`src/rtl/axi4_partition_rd_split_if.sv`:
```
// AXI4 read-channel bundle (AR + R) used on both sides of the read partitioner.
// Ports (signals):
//   arvalid/arready  AR handshake
//   arid/araddr/arlen  AR payload (IDW / AW / LW bits)
//   rvalid/rready    R handshake
//   rid/rdata/rresp/rlast  R payload (IDW / DW / 2 / 1 bits)
// Modports: master drives AR and rready; slave drives arready and the R payload.
interface axi4_partition_rd_split_if #(
  parameter int IDW = 4,
  parameter int AW  = 32,
  parameter int DW  = 64,
  parameter int LW  = 8
);
  logic           arvalid;
  logic           arready;
  logic [IDW-1:0] arid;
  logic [AW-1:0]  araddr;
  logic [LW-1:0]  arlen;
  logic           rvalid;
  logic           rready;
  logic [IDW-1:0] rid;
  logic [DW-1:0]  rdata;
  logic [1:0]     rresp;
  logic           rlast;

  modport master (
    output arvalid, arid, araddr, arlen, rready,
    input  arready, rvalid, rid, rdata, rresp, rlast
  );

  modport slave (
    input  arvalid, arid, araddr, arlen, rready,
    output arready, rvalid, rid, rdata, rresp, rlast
  );
endinterface

```
`src/rtl/axi4_partition_rd_split.sv`:
```
// AXI4 read partitioner: takes one INCR read burst at a time on the slave side,
// issues it as master-side sub-bursts of at most PSIZE beats (optionally also cut
// at 4KB boundaries), and reassembles the R stream so the client sees a single
// rlast per original burst with its original rid.
// Ports:
//   clock, rst        clock, asynchronous active-high reset
//   s                 slave-side AR/R bundle (IDSIZE-bit ids)
//   m                 master-side AR/R bundle (IDSIZE+4-bit ids = {s_arid, seq})
//   m_arsize          constant log2(DSIZE/8); burst type is INCR
//   err_rlast         sticky: a master rlast arrived with no sub-burst outstanding
//
// state | meaning
// IDLE  | accepting a new slave burst (s_arready high once out of reset)
// CALC  | sizing the next sub-burst; waits here while the tracker is full
// ISSUE | m_arvalid high with stable fields until m_arready
module axi4_partition_rd_split #(
  parameter int IDSIZE      = 4,
  parameter int ASIZE       = 32,
  parameter int DSIZE       = 64,
  parameter int LSIZE       = 8,
  parameter int PSIZE       = 16,
  parameter int OUTSTANDING = 4,
  parameter int SPLIT_4K    = 1
) (
  input  logic clock,
  input  logic rst,
  axi4_partition_rd_split_if.slave  s,
  axi4_partition_rd_split_if.master m,
  output logic [2:0] m_arsize,
  output logic       err_rlast
);
  localparam int BYTES = DSIZE / 8;
  localparam int BSH   = $clog2(BYTES);
  localparam int PW    = $clog2(OUTSTANDING);
  localparam int CW    = 14;

  typedef enum logic [1:0] {IDLE, CALC, ISSUE} state_t;
  state_t state, state_nx;

  logic              rdy_en;
  logic [IDSIZE-1:0] id_q;
  logic [ASIZE-1:0]  addr_q;
  logic [LSIZE:0]    rem_q, sub_q;
  logic [3:0]        seq_q;
  logic              last_q;
  logic [ASIZE-1:0]  araddr_q;
  logic [LSIZE-1:0]  arlen_q;
  logic [IDSIZE+3:0] arid_q;

  logic [OUTSTANDING-1:0] trk_last;
  logic [PW-1:0]          wr_ptr, rd_ptr;
  logic [PW:0]            count;
  logic                   full, empty, push, pop, r_last_hs, s_hs;

  // Sub-burst sizing. The 4KB room counts the partially used first beat of an
  // unaligned start as a whole beat, so it is never zero.
  logic [11:0]    off_al;
  logic [CW-1:0]  room, limit, rem_x, ps_x, min1, sub_w;
  logic [LSIZE:0] sub;

  assign off_al = addr_q[11:0] & ~12'(BYTES - 1);
  assign room   = (CW'(4096) - CW'(off_al)) >> BSH;
  assign limit  = (SPLIT_4K != 0) ? room : '1;
  assign rem_x  = CW'(rem_q);
  assign ps_x   = CW'(PSIZE);
  assign min1   = (rem_x < ps_x) ? rem_x : ps_x;
  assign sub_w  = (min1 < limit) ? min1 : limit;
  assign sub    = (LSIZE+1)'(sub_w);

  assign full  = (count == (PW+1)'(OUTSTANDING));
  assign empty = (count == '0);
  assign s_hs  = s.arvalid & s.arready;
  assign push  = (state == ISSUE) & m.arready;
  assign r_last_hs = m.rvalid & s.rready & m.rlast;
  assign pop   = r_last_hs & ~empty;

  always_ff @(posedge clock or posedge rst) begin
    if (rst) state <= IDLE;
    else     state <= state_nx;
  end

  always_comb begin
    state_nx = state;
    case (state)
      IDLE:    if (s_hs) state_nx = CALC;
      CALC:    if (!full) state_nx = ISSUE;
      ISSUE:   if (m.arready) state_nx = last_q ? IDLE : CALC;
      default: state_nx = IDLE;
    endcase
  end

  always_comb begin
    s.arready = 1'b0;
    m.arvalid = 1'b0;
    case (state)
      IDLE:    s.arready = rdy_en;
      ISSUE:   m.arvalid = 1'b1;
      default: ;
    endcase
  end

  // rdy_en keeps s_arready low for the first cycle after reset release.
  always_ff @(posedge clock or posedge rst) begin
    if (rst) begin
      rdy_en   <= 1'b0;
      id_q     <= '0;
      addr_q   <= '0;
      rem_q    <= '0;
      sub_q    <= '0;
      seq_q    <= '0;
      last_q   <= 1'b0;
      araddr_q <= '0;
      arlen_q  <= '0;
      arid_q   <= '0;
    end else begin
      rdy_en <= 1'b1;
      case (state)
        IDLE: if (s_hs) begin
          id_q   <= s.arid;
          addr_q <= s.araddr;
          rem_q  <= {1'b0, s.arlen} + (LSIZE+1)'(1);
          seq_q  <= '0;
        end
        CALC: begin
          araddr_q <= addr_q;
          arlen_q  <= LSIZE'(sub - (LSIZE+1)'(1));
          arid_q   <= {id_q, seq_q};
          last_q   <= (rem_q == sub);
          sub_q    <= sub;
        end
        ISSUE: if (m.arready) begin
          addr_q <= addr_q + (ASIZE'(sub_q) << BSH);
          rem_q  <= rem_q - sub_q;
          seq_q  <= seq_q + 4'd1;
        end
        default: ;
      endcase
    end
  end

  // Tracker: one "last sub-burst of the slave burst" flag per issued AR. The
  // slave rid is recovered from m_rid, so only the flag needs storing.
  always_ff @(posedge clock or posedge rst) begin
    if (rst) begin
      trk_last  <= '0;
      wr_ptr    <= '0;
      rd_ptr    <= '0;
      count     <= '0;
      err_rlast <= 1'b0;
    end else begin
      if (push) begin
        trk_last[wr_ptr] <= last_q;
        wr_ptr <= wr_ptr + PW'(1);
      end
      if (pop) rd_ptr <= rd_ptr + PW'(1);
      case ({push, pop})
        2'b10:   count <= count + (PW+1)'(1);
        2'b01:   count <= count - (PW+1)'(1);
        default: ;
      endcase
      if (r_last_hs && empty) err_rlast <= 1'b1;
    end
  end

  assign m.araddr = araddr_q;
  assign m.arlen  = arlen_q;
  assign m.arid   = arid_q;
  assign m_arsize = 3'(BSH);

  assign s.rvalid = m.rvalid;
  assign m.rready = s.rready;
  assign s.rdata  = m.rdata;
  assign s.rresp  = m.rresp;
  assign s.rid    = m.rid[IDSIZE+3:4];
  assign s.rlast  = m.rlast & ~empty & trk_last[rd_ptr];

  logic unused_seq_bits;
  assign unused_seq_bits = ^m.rid[3:0];
endmodule

```
`src/flat_wrapper.sv`:
```
// flat-port wrapper written by rule: the top's interface ports become plain ports
module axi4_partition_rd_split_flat 
#(
  parameter int IDSIZE      = 4,
  parameter int ASIZE       = 32,
  parameter int DSIZE       = 64,
  parameter int LSIZE       = 8,
  parameter int PSIZE       = 16,
  parameter int OUTSTANDING = 4,
  parameter int SPLIT_4K    = 1
)
  (clock, rst, m_arsize, err_rlast, s_arvalid, s_arid, s_araddr, s_arlen, s_rready, s_arready, s_rvalid, s_rid, s_rdata, s_rresp, s_rlast, m_arvalid, m_arid, m_araddr, m_arlen, m_rready, m_arready, m_rvalid, m_rid, m_rdata, m_rresp, m_rlast);
  axi4_partition_rd_split_if #(.IDW(IDSIZE), .AW(ASIZE), .DW(DSIZE), .LW(LSIZE)) s_i ();
  axi4_partition_rd_split_if #(.IDW((IDSIZE + 4)), .AW(ASIZE), .DW(DSIZE), .LW(LSIZE)) m_i ();
  input  logic clock;
  input  logic rst;
  output logic [2:0] m_arsize;
  output logic err_rlast;
  input wire logic [$bits(s_i.arvalid)-1:0] s_arvalid;
  input wire logic [$bits(s_i.arid)-1:0] s_arid;
  input wire logic [$bits(s_i.araddr)-1:0] s_araddr;
  input wire logic [$bits(s_i.arlen)-1:0] s_arlen;
  input wire logic [$bits(s_i.rready)-1:0] s_rready;
  output wire logic [$bits(s_i.arready)-1:0] s_arready;
  output wire logic [$bits(s_i.rvalid)-1:0] s_rvalid;
  output wire logic [$bits(s_i.rid)-1:0] s_rid;
  output wire logic [$bits(s_i.rdata)-1:0] s_rdata;
  output wire logic [$bits(s_i.rresp)-1:0] s_rresp;
  output wire logic [$bits(s_i.rlast)-1:0] s_rlast;
  output wire logic [$bits(m_i.arvalid)-1:0] m_arvalid;
  output wire logic [$bits(m_i.arid)-1:0] m_arid;
  output wire logic [$bits(m_i.araddr)-1:0] m_araddr;
  output wire logic [$bits(m_i.arlen)-1:0] m_arlen;
  output wire logic [$bits(m_i.rready)-1:0] m_rready;
  input wire logic [$bits(m_i.arready)-1:0] m_arready;
  input wire logic [$bits(m_i.rvalid)-1:0] m_rvalid;
  input wire logic [$bits(m_i.rid)-1:0] m_rid;
  input wire logic [$bits(m_i.rdata)-1:0] m_rdata;
  input wire logic [$bits(m_i.rresp)-1:0] m_rresp;
  input wire logic [$bits(m_i.rlast)-1:0] m_rlast;
  assign s_i.arvalid = s_arvalid;
  assign s_i.arid = s_arid;
  assign s_i.araddr = s_araddr;
  assign s_i.arlen = s_arlen;
  assign s_i.rready = s_rready;
  assign s_arready = s_i.arready;
  assign s_rvalid = s_i.rvalid;
  assign s_rid = s_i.rid;
  assign s_rdata = s_i.rdata;
  assign s_rresp = s_i.rresp;
  assign s_rlast = s_i.rlast;
  assign m_arvalid = m_i.arvalid;
  assign m_arid = m_i.arid;
  assign m_araddr = m_i.araddr;
  assign m_arlen = m_i.arlen;
  assign m_rready = m_i.rready;
  assign m_i.arready = m_arready;
  assign m_i.rvalid = m_rvalid;
  assign m_i.rid = m_rid;
  assign m_i.rdata = m_rdata;
  assign m_i.rresp = m_rresp;
  assign m_i.rlast = m_rlast;
  axi4_partition_rd_split #(.IDSIZE(IDSIZE), .ASIZE(ASIZE), .DSIZE(DSIZE), .LSIZE(LSIZE), .PSIZE(PSIZE), .OUTSTANDING(OUTSTANDING), .SPLIT_4K(SPLIT_4K)) u_core (.clock(clock), .rst(rst), .s(s_i), .m(m_i), .m_arsize(m_arsize), .err_rlast(err_rlast));
endmodule
```
`config.mk`:
```
export PLATFORM = sky130hd
export DESIGN_NAME = axi4_partition_rd_split_flat
export DESIGN_NICKNAME = d
export VERILOG_FILES = /design/src/rtl/axi4_partition_rd_split_if.sv /design/src/rtl/axi4_partition_rd_split.sv /design/src/flat_wrapper.sv
export SDC_FILE = /design/constraint.sdc
export NUM_CORES = 1
export LEC_CHECK = 0
export ABC_AREA = 1
export CORE_ASPECT_RATIO = 0.75
export CORE_MARGIN = 2
export CORE_UTILIZATION = 42
export CTS_CLUSTER_SIZE = 14
export DETAILED_ROUTE_END_ITERATION = 8
export PLACE_DENSITY = 0.79
export SLEW_MARGIN = 15
export SYNTH_ARGS = -nofsm -noshare
export SYNTH_HDL_FRONTEND = slang
export SYNTH_SLANG_ARGS = --single-unit
```
`constraint.sdc`:
```
create_clock -name clock -period 5.7 [get_ports clock]
set_input_delay 1.425 -clock clock [delete_from_list [all_inputs] [get_ports clock]]
set_output_delay 1.425 -clock clock [all_outputs]
set_load 0.01 [all_outputs]
```
==> qor.yml, run 1 <==
setup_path:
  rr_worst_depth: 20
  r2r_slack_ns: 2.23
  reg2reg_from: "u_core.addr_q[4]"
  critical_path_required_ns: 4.28
  cp-start-kind: "input port"
  arrival_ns: 2.91
  crit_type: "input port to output port"
  rr_endpoint: "u_core.m.arlen[2]"
  worstPathMaxFanout: 3
  setup.worst_path.end_class: "output port"
global_route:
  grt_use_total: 0.209
  globalRouteMet2Util: 0.319
  antenna_found_initial: 0
  gr-total-overflow: 0
  grt_pass1_vias: 6755
  grtUsageMet3: 0.0688
  met1_usage: 0.283
  grt_start_max_net_pins: 103
  busiest_layer: "met2"
  grt_pass1_wl_mm: 33.1
timing:
  post-route-period-util: 0.761
  setup_ws_ns: 1.36
  layout_min_cycle_time_ns: 4.34
  tightest_slew_ns: 0.905
  fmax_mhz: 231
  hold_viol_final: 0
  setup-violations-final: 0
  clock_skew_ns: 0.0110
  setup_tns_ns: 0
  maxSlewViolCount: 0
  rsz0062_at_grt: "no"
  maxSlewHeadroom: 0.396
route:
  vias: 6890
  drc: 0
  drtAntennaViolNets: 0
  totalWireLength_mm: 19.9
  routedWlPerCell_um: 14.8
  via_per_inst: 5.12
  dr.pass1.iters: 5
  first_iter_violations: 461
worst_hold_path:
  hp-class: "flop to flop"
  hp-start: "u_core.addr_q[2]"
  hold_end: "u_core.m.araddr[2]"
  min_delay_path_depth: 2
cts:
  cts_sinks: 122
  post-cts-setup-buffers: 0
  worstSkewPairLatency_ns: 0.42
  clkTransAtPathRegs_ns: 0.05
  cts_resized: 0
  cts_root_buffer: "clkbuf_16"
  cts-htree-levels: 4
  clockBufferDepth: 2
  holdBufCountCts: 0
  cts_buffers: 17
  cts_tree: "yes"
die:
  die_x_um: 163
  placementRows: 43
  dieArea_mm2: 0.0200
  die_y_um: 123
  start_util: 0.428
  num_io_pins: 252
  coreArea_mm2: 0.0185
yosys:
  yosys.area.top_type: "dfrtp_1"
  synth_cells: 1056
  ys_top_cells_by_area: "dfrtp_1 39%, nand2_1 11%, buf_4 7.2%"
  synth_area_mm2: 0.00793
  synth_edf_count: 0
  ys_types: 45
  ys_seq_area_frac: 0.385
  async_flop_share: 1.00
  synth-main-ff-cell: "dfrtp_1"
  ys_seq_elements: 122
  syn_avg_cell_area_um2: 7.51
  synth_top_area_frac: 0.385
  ys_warn_count: 0
final_layout:
  layout-drive-gt1-share: 0.0746
  area_growth_pct: 17.6
  insertedDiodeCount: 0
  post-route-util: 0.504
  final_area_mm2: 0.00932
  fin_nets: 1248
pwr:
  power_density_mw_per_mm2: 600
  ir_drop_mv: 0.289
  p_leak_nw: 4.41
run:
  max-cap-violations: 0
placed_design:
  port_buffers: 104
  place.detailed.hpwl_mm: 14.4
  place_congestion: 0.966
  pre_cts_slack_ns: 1.39
  postPlaceCellArea_mm2: 0.00865
run_status:
  status: "complete, no violations"
[power by group]
group / total [mW] / switching, mW / internal, mW / leakage [nW]
clock: 1.22 / 0.396 / 0.828 / 0.319
sequential: 1.58 / 0.317 / 1.26 / 1.51
combinational: 2.80 / 1.71 / 1.08 / 2.58
[cells in the mapped netlist, types with 5 or more instances]
cell	instances
dfrtp_1	122
nand3_1	60
a31oi_1	7
nand2_2	11
inv_1	124
o21ai_1	8
buf_2	5
buf_4	76
nand2_1	241
nor2_1	86
xnor2_1	6
ha_1	34
clkbuf_1	24
or2_2	9
nand4_1	7
o211ai_1	9
o21ai_0	101
nor3_1	16
nor2_2	5
a21oi_1	49
xor2_1	10
o22ai_1	9
[metrics by stage]
step           power (mW)  std cells  hold WS, ns
6_report             5.60       1346        0.473
5_1_grt              6.11       1346        0.498
4_1_cts              5.62       1346        0.478
3_5_place_dp         4.36       1314        0.466
3_3_place_gp         4.26       1314        0.454
2_1_floorplan        3.50       1062        0.443
[cell type report]
type,count,area (um^2)
clock inverters,13,223
inverters,127,479
clock buffers,19,443
fillers,1819,9190
flip-flops and latches,122,3050
well taps,247,309
repair buffers,111,1090
multi-input cells,707,3720
[metal layers]
layer / vias to the layer above / routed length (um)
met5: - / 0
met4: 0 / 281
met3: 24 / 1650
met2: 242 / 8580
met1: 3230 / 9360
li1: 3394 / -
[worst max-delay path by stage]
stage                     startpoint          endpoint  slack [ns]  cells after the start
after CTS                    m_rlast           s_rlast        1.37                      6
after global routing         m_rlast           s_rlast        1.28                      6
after detailed placement     m_rlast           s_rlast        1.39                      6
final                        m_rlast           s_rlast        1.36                      6
after floorplan                  rst  u_core.addr_q[0]        1.03                      1
after global placement       m_rlast           s_rlast        1.37                      6
[critical path: stages]
cell,delay [ns]
clkdlybuf4s50_1,0.49
inv_1,0.04
nor2_1,0.09
inv_1,0.06
a211oi_1,0.20
clkdlybuf4s50_1,0.59
[cell usage in the layout, fill, tap and decap left out, types with 6 or more instances in the layout]
master           instances
nor2_1                  86
nand4_1                  7
xor2_1                  10
nor3_1                  16
o21ai_1                  8
conb_1                   8
nand2_2                 11
or2_2                    9
bufinv_16                6
nand2_1                241
nand3_1                 60
clkdlybuf4s50_1        104
dfrtp_1                122
o211ai_1                 9
clkbuf_16               17
inv_1                  122
xnor2_1                  6
buf_4                    7
o21ai_0                101
a31oi_1                  7
a21oi_1                 49
ha_1                    34
o22ai_1                  9
[state kept, by name (all words and copies together), names as in the netlist]
register          count
u_core.count          3
u_core.addr_q        32
u_core.m.arid         8
u_core.seq_q          4
u_core.rdy_en         1
u_core.sub_q          9
u_core.err_rlast      1
u_core.state          2
u_core.last_q         1
u_core.trk_last       4
u_core.m.arlen        8
u_core.id_q           4
u_core.m.araddr      32
u_core.wr_ptr         2
u_core.rem_q          9
u_core.rd_ptr         2
[kinds of logic after synthesis]
| logic type | after synthesis | share of synthesized area |
|---|---|---|
| compound gates | 194 | 0.135 |
| xor+xnor | 16 | 0.0177 |
| fa+ha+maj | 37 | 0.0612 |
| buf+inv | 233 | 0.149 |
| flops | 122 | 0.385 |
| mux | 2 | 0.00284 |
| other cells | 2 | 0.000947 |
| simple gates | 450 | 0.248 |
(Power assumes the default switching activity.)
==> inputs of run 2 (changes only) <==
- PLACE_DENSITY: 0.79 -> 0.81
- clock period: 5.7 -> 3.51 ns (I/O delays scaled with it)
==> qor.yml, run 2 (synthesis gave the netlist of run 1 again) <==
run_status:
  status: "complete, no violations"
setup_path:
  cp-start-kind: "flop"
  max_stage_delay_ns: 0.43
  worstPathMaxFanout: 17
  cp_slowest_cell: "dfrtp_2"
  crit_type: "flop to flop"
  setup.worst_path.end_class: "flop"
  r2r_slack_ns: 0.26
  crit_chain: "inv_2 -> ha_2 -> nand3_1 -> nor2_2 -> nand2_1 -> nor2_1 -> xor2_1 -> inv_1 -> ha_1 -> nand2_1 -> inv_1 -> nand4_1 -> nor2_2 -> nand2_4 -> nand2_8 -> nand2_1 -> nand2_2 -> ha_1 -> or2_2 -> a31oi_1"
  crit_top_cell: "nand2_1"
  arrival_ns: 3.58
  cp_top_family: "simple AND/OR/NAND/NOR gates"
  rr_worst_depth: 20
  critPathBufInv: 3
  reg2reg_from: "u_core.addr_q[4]"
  critical_path_required_ns: 3.84
  rr_endpoint: "u_core.m.arlen[2]"
route:
  drtAntennaViolNets: 0
  met1_length_mm: 9.35
  routedWlPerCell_um: 15.0
  dr.pass1.iters: 5
  vias: 6849
  drc: 0
  top_layer: "met4"
  via_per_inst: 5.06
  route.met3.wl_mm: 1.73
  first_iter_violations: 527
  totalWireLength_mm: 20.3
  route.met2.wl_mm: 8.98
timing:
  clock_skew_ns: 0.0113
  hold_viol_final: 0
  setup_tns_ns: 0
  setup-violations-final: 0
  layout_min_cycle_time_ns: 3.25
  fmax_mhz: 308
  hold_slack_ns: 0.471
  tightest_slew_ns: 0.803
  post-route-period-util: 0.925
  maxSlewViolCount: 0
  maxSlewHeadroom: 0.464
die:
  coreArea_mm2: 0.0185
  start_util: 0.428
  die_x_um: 163
  num_io_pins: 252
  dieArea_mm2: 0.0200
  placementRows: 43
  die_y_um: 123
global_route:
  antenna_found_initial: 0
  grt_pass1_wl_mm: 32.7
  grt_start_max_net_pins: 100
  gr-total-overflow: 0
  grt_use_total: 0.209
  grt_pass1_vias: 6549
cts:
  holdBufCountCts: 0
  cts_buffers: 17
  cts-htree-levels: 4
  cts_sinks: 122
  cts_tree: "yes"
  worstSkewPairLatency_ns: 0.42
  clockBufferDepth: 2
  clkTransAtPathRegs_ns: 0.06
  cts_root_buffer: "clkbuf_16"
final_layout:
  layout-drive-gt1-share: 0.0850
  nFillCells: 1769
  fin_nets: 1255
  insertedDiodeCount: 0
  final_common_cell: "nand2_1"
  layout_common_cells: "241 x nand2_1, 121 x inv_1, 121 x dfrtp_1"
  area_growth_pct: 18.0
pwr:
  switching_share: 0.447
  ir_drop_mv: 0.427
  pwr-share-comb: 0.512
  p_int_mw: 4.98
  p_leak_nw: 4.41
  p_sw_mw: 4.03
  power_density_mw_per_mm2: 964
  p_clk_frac: 0.203
  share_seq_of_total_power: 0.285
worst_hold_path:
  hp-class: "flop to flop"
  min_delay_path_depth: 2
  hp-start: "u_core.m.arid[7]"
  hold_end: "u_core.m.arid[7]"
run:
  max-cap-violations: 0
placed_design:
  place_congestion: 0.954
  place.detailed.hpwl_mm: 14.4
  port_buffers: 104
==> run 2: tightest hold or removal path: stages, from the launching register on <==
cell,delay [ns]
dfrtp_1,0.34
nand2_1,0.05
nand2_1,0.04
==> run 2: layout make-up <==
type	count	area (um^2)	share of cell area
clock buffers	17	425	0.0455
clock inverters	15	190	0.0203
inverters	127	480	0.0514
multi-input cells	707	3720	0.398
flip-flops and latches	122	3050	0.326
well taps	247	309	0.0330
repair buffers	118	1170	0.125
==> run 2: worst max-delay path by stage <==
stage | from | end | slack, ns | cells after the start
global route | u_core.addr_q[4] | u_core.m.arlen[4] | -0.04 | 22
CTS | u_core.addr_q[4] | u_core.m.arlen[2] | 0.19 | 20
finish | u_core.addr_q[4] | u_core.m.arlen[2] | 0.26 | 20
floorplan | u_core.addr_q[4] | u_core.m.arlen[2] | 0.60 | 20
global placement | m_rlast | s_rlast | 0.30 | 6
detailed placement | u_core.addr_q[4] | u_core.m.arlen[2] | 0.19 | 20
==> run 2: repair_timing <==
| action | CTS | global route |
|---|---|---|
| setup endpoints to repair | 0 | 5 |
| resized for setup | 0 | 4 |
| endpoints found under the hold margin | 0 | 0 |
| buffers inserted | 0 | 5 |
==> run 2: power by group through the flow <==
stage	registers (mW)	clock network (mW)	logic (mW)
floorplan	2.55	0	3.13
global placement	2.54	0	4.39
detailed placement	2.56	0	4.50
CTS	2.56	1.86	4.56
global route	2.65	1.92	5.24
finish	2.57	1.83	4.62
==> run 2: metal layers <==
layer,track usage,vias to the layer above
met1,0.279,3202
met4,0.0597,0
met2,0.321,230
met3,0.0778,19
li1,-,3398
met5,0,-
==> run 2: metrics by stage <==
stage                     power, mW  instances  worst slack [ns]   util  cell area, um^2
after floorplan                5.68       1062             0.598      -             7950
after global placement         6.94       1316             0.303  0.470             8700
after detailed placement       7.06       1316             0.195  0.470             8700
after CTS                      8.97       1348             0.191  0.503             9310
after global routing           9.81       1353           -0.0368  0.505             9360
final                          9.02       1353             0.263  0.505             9360
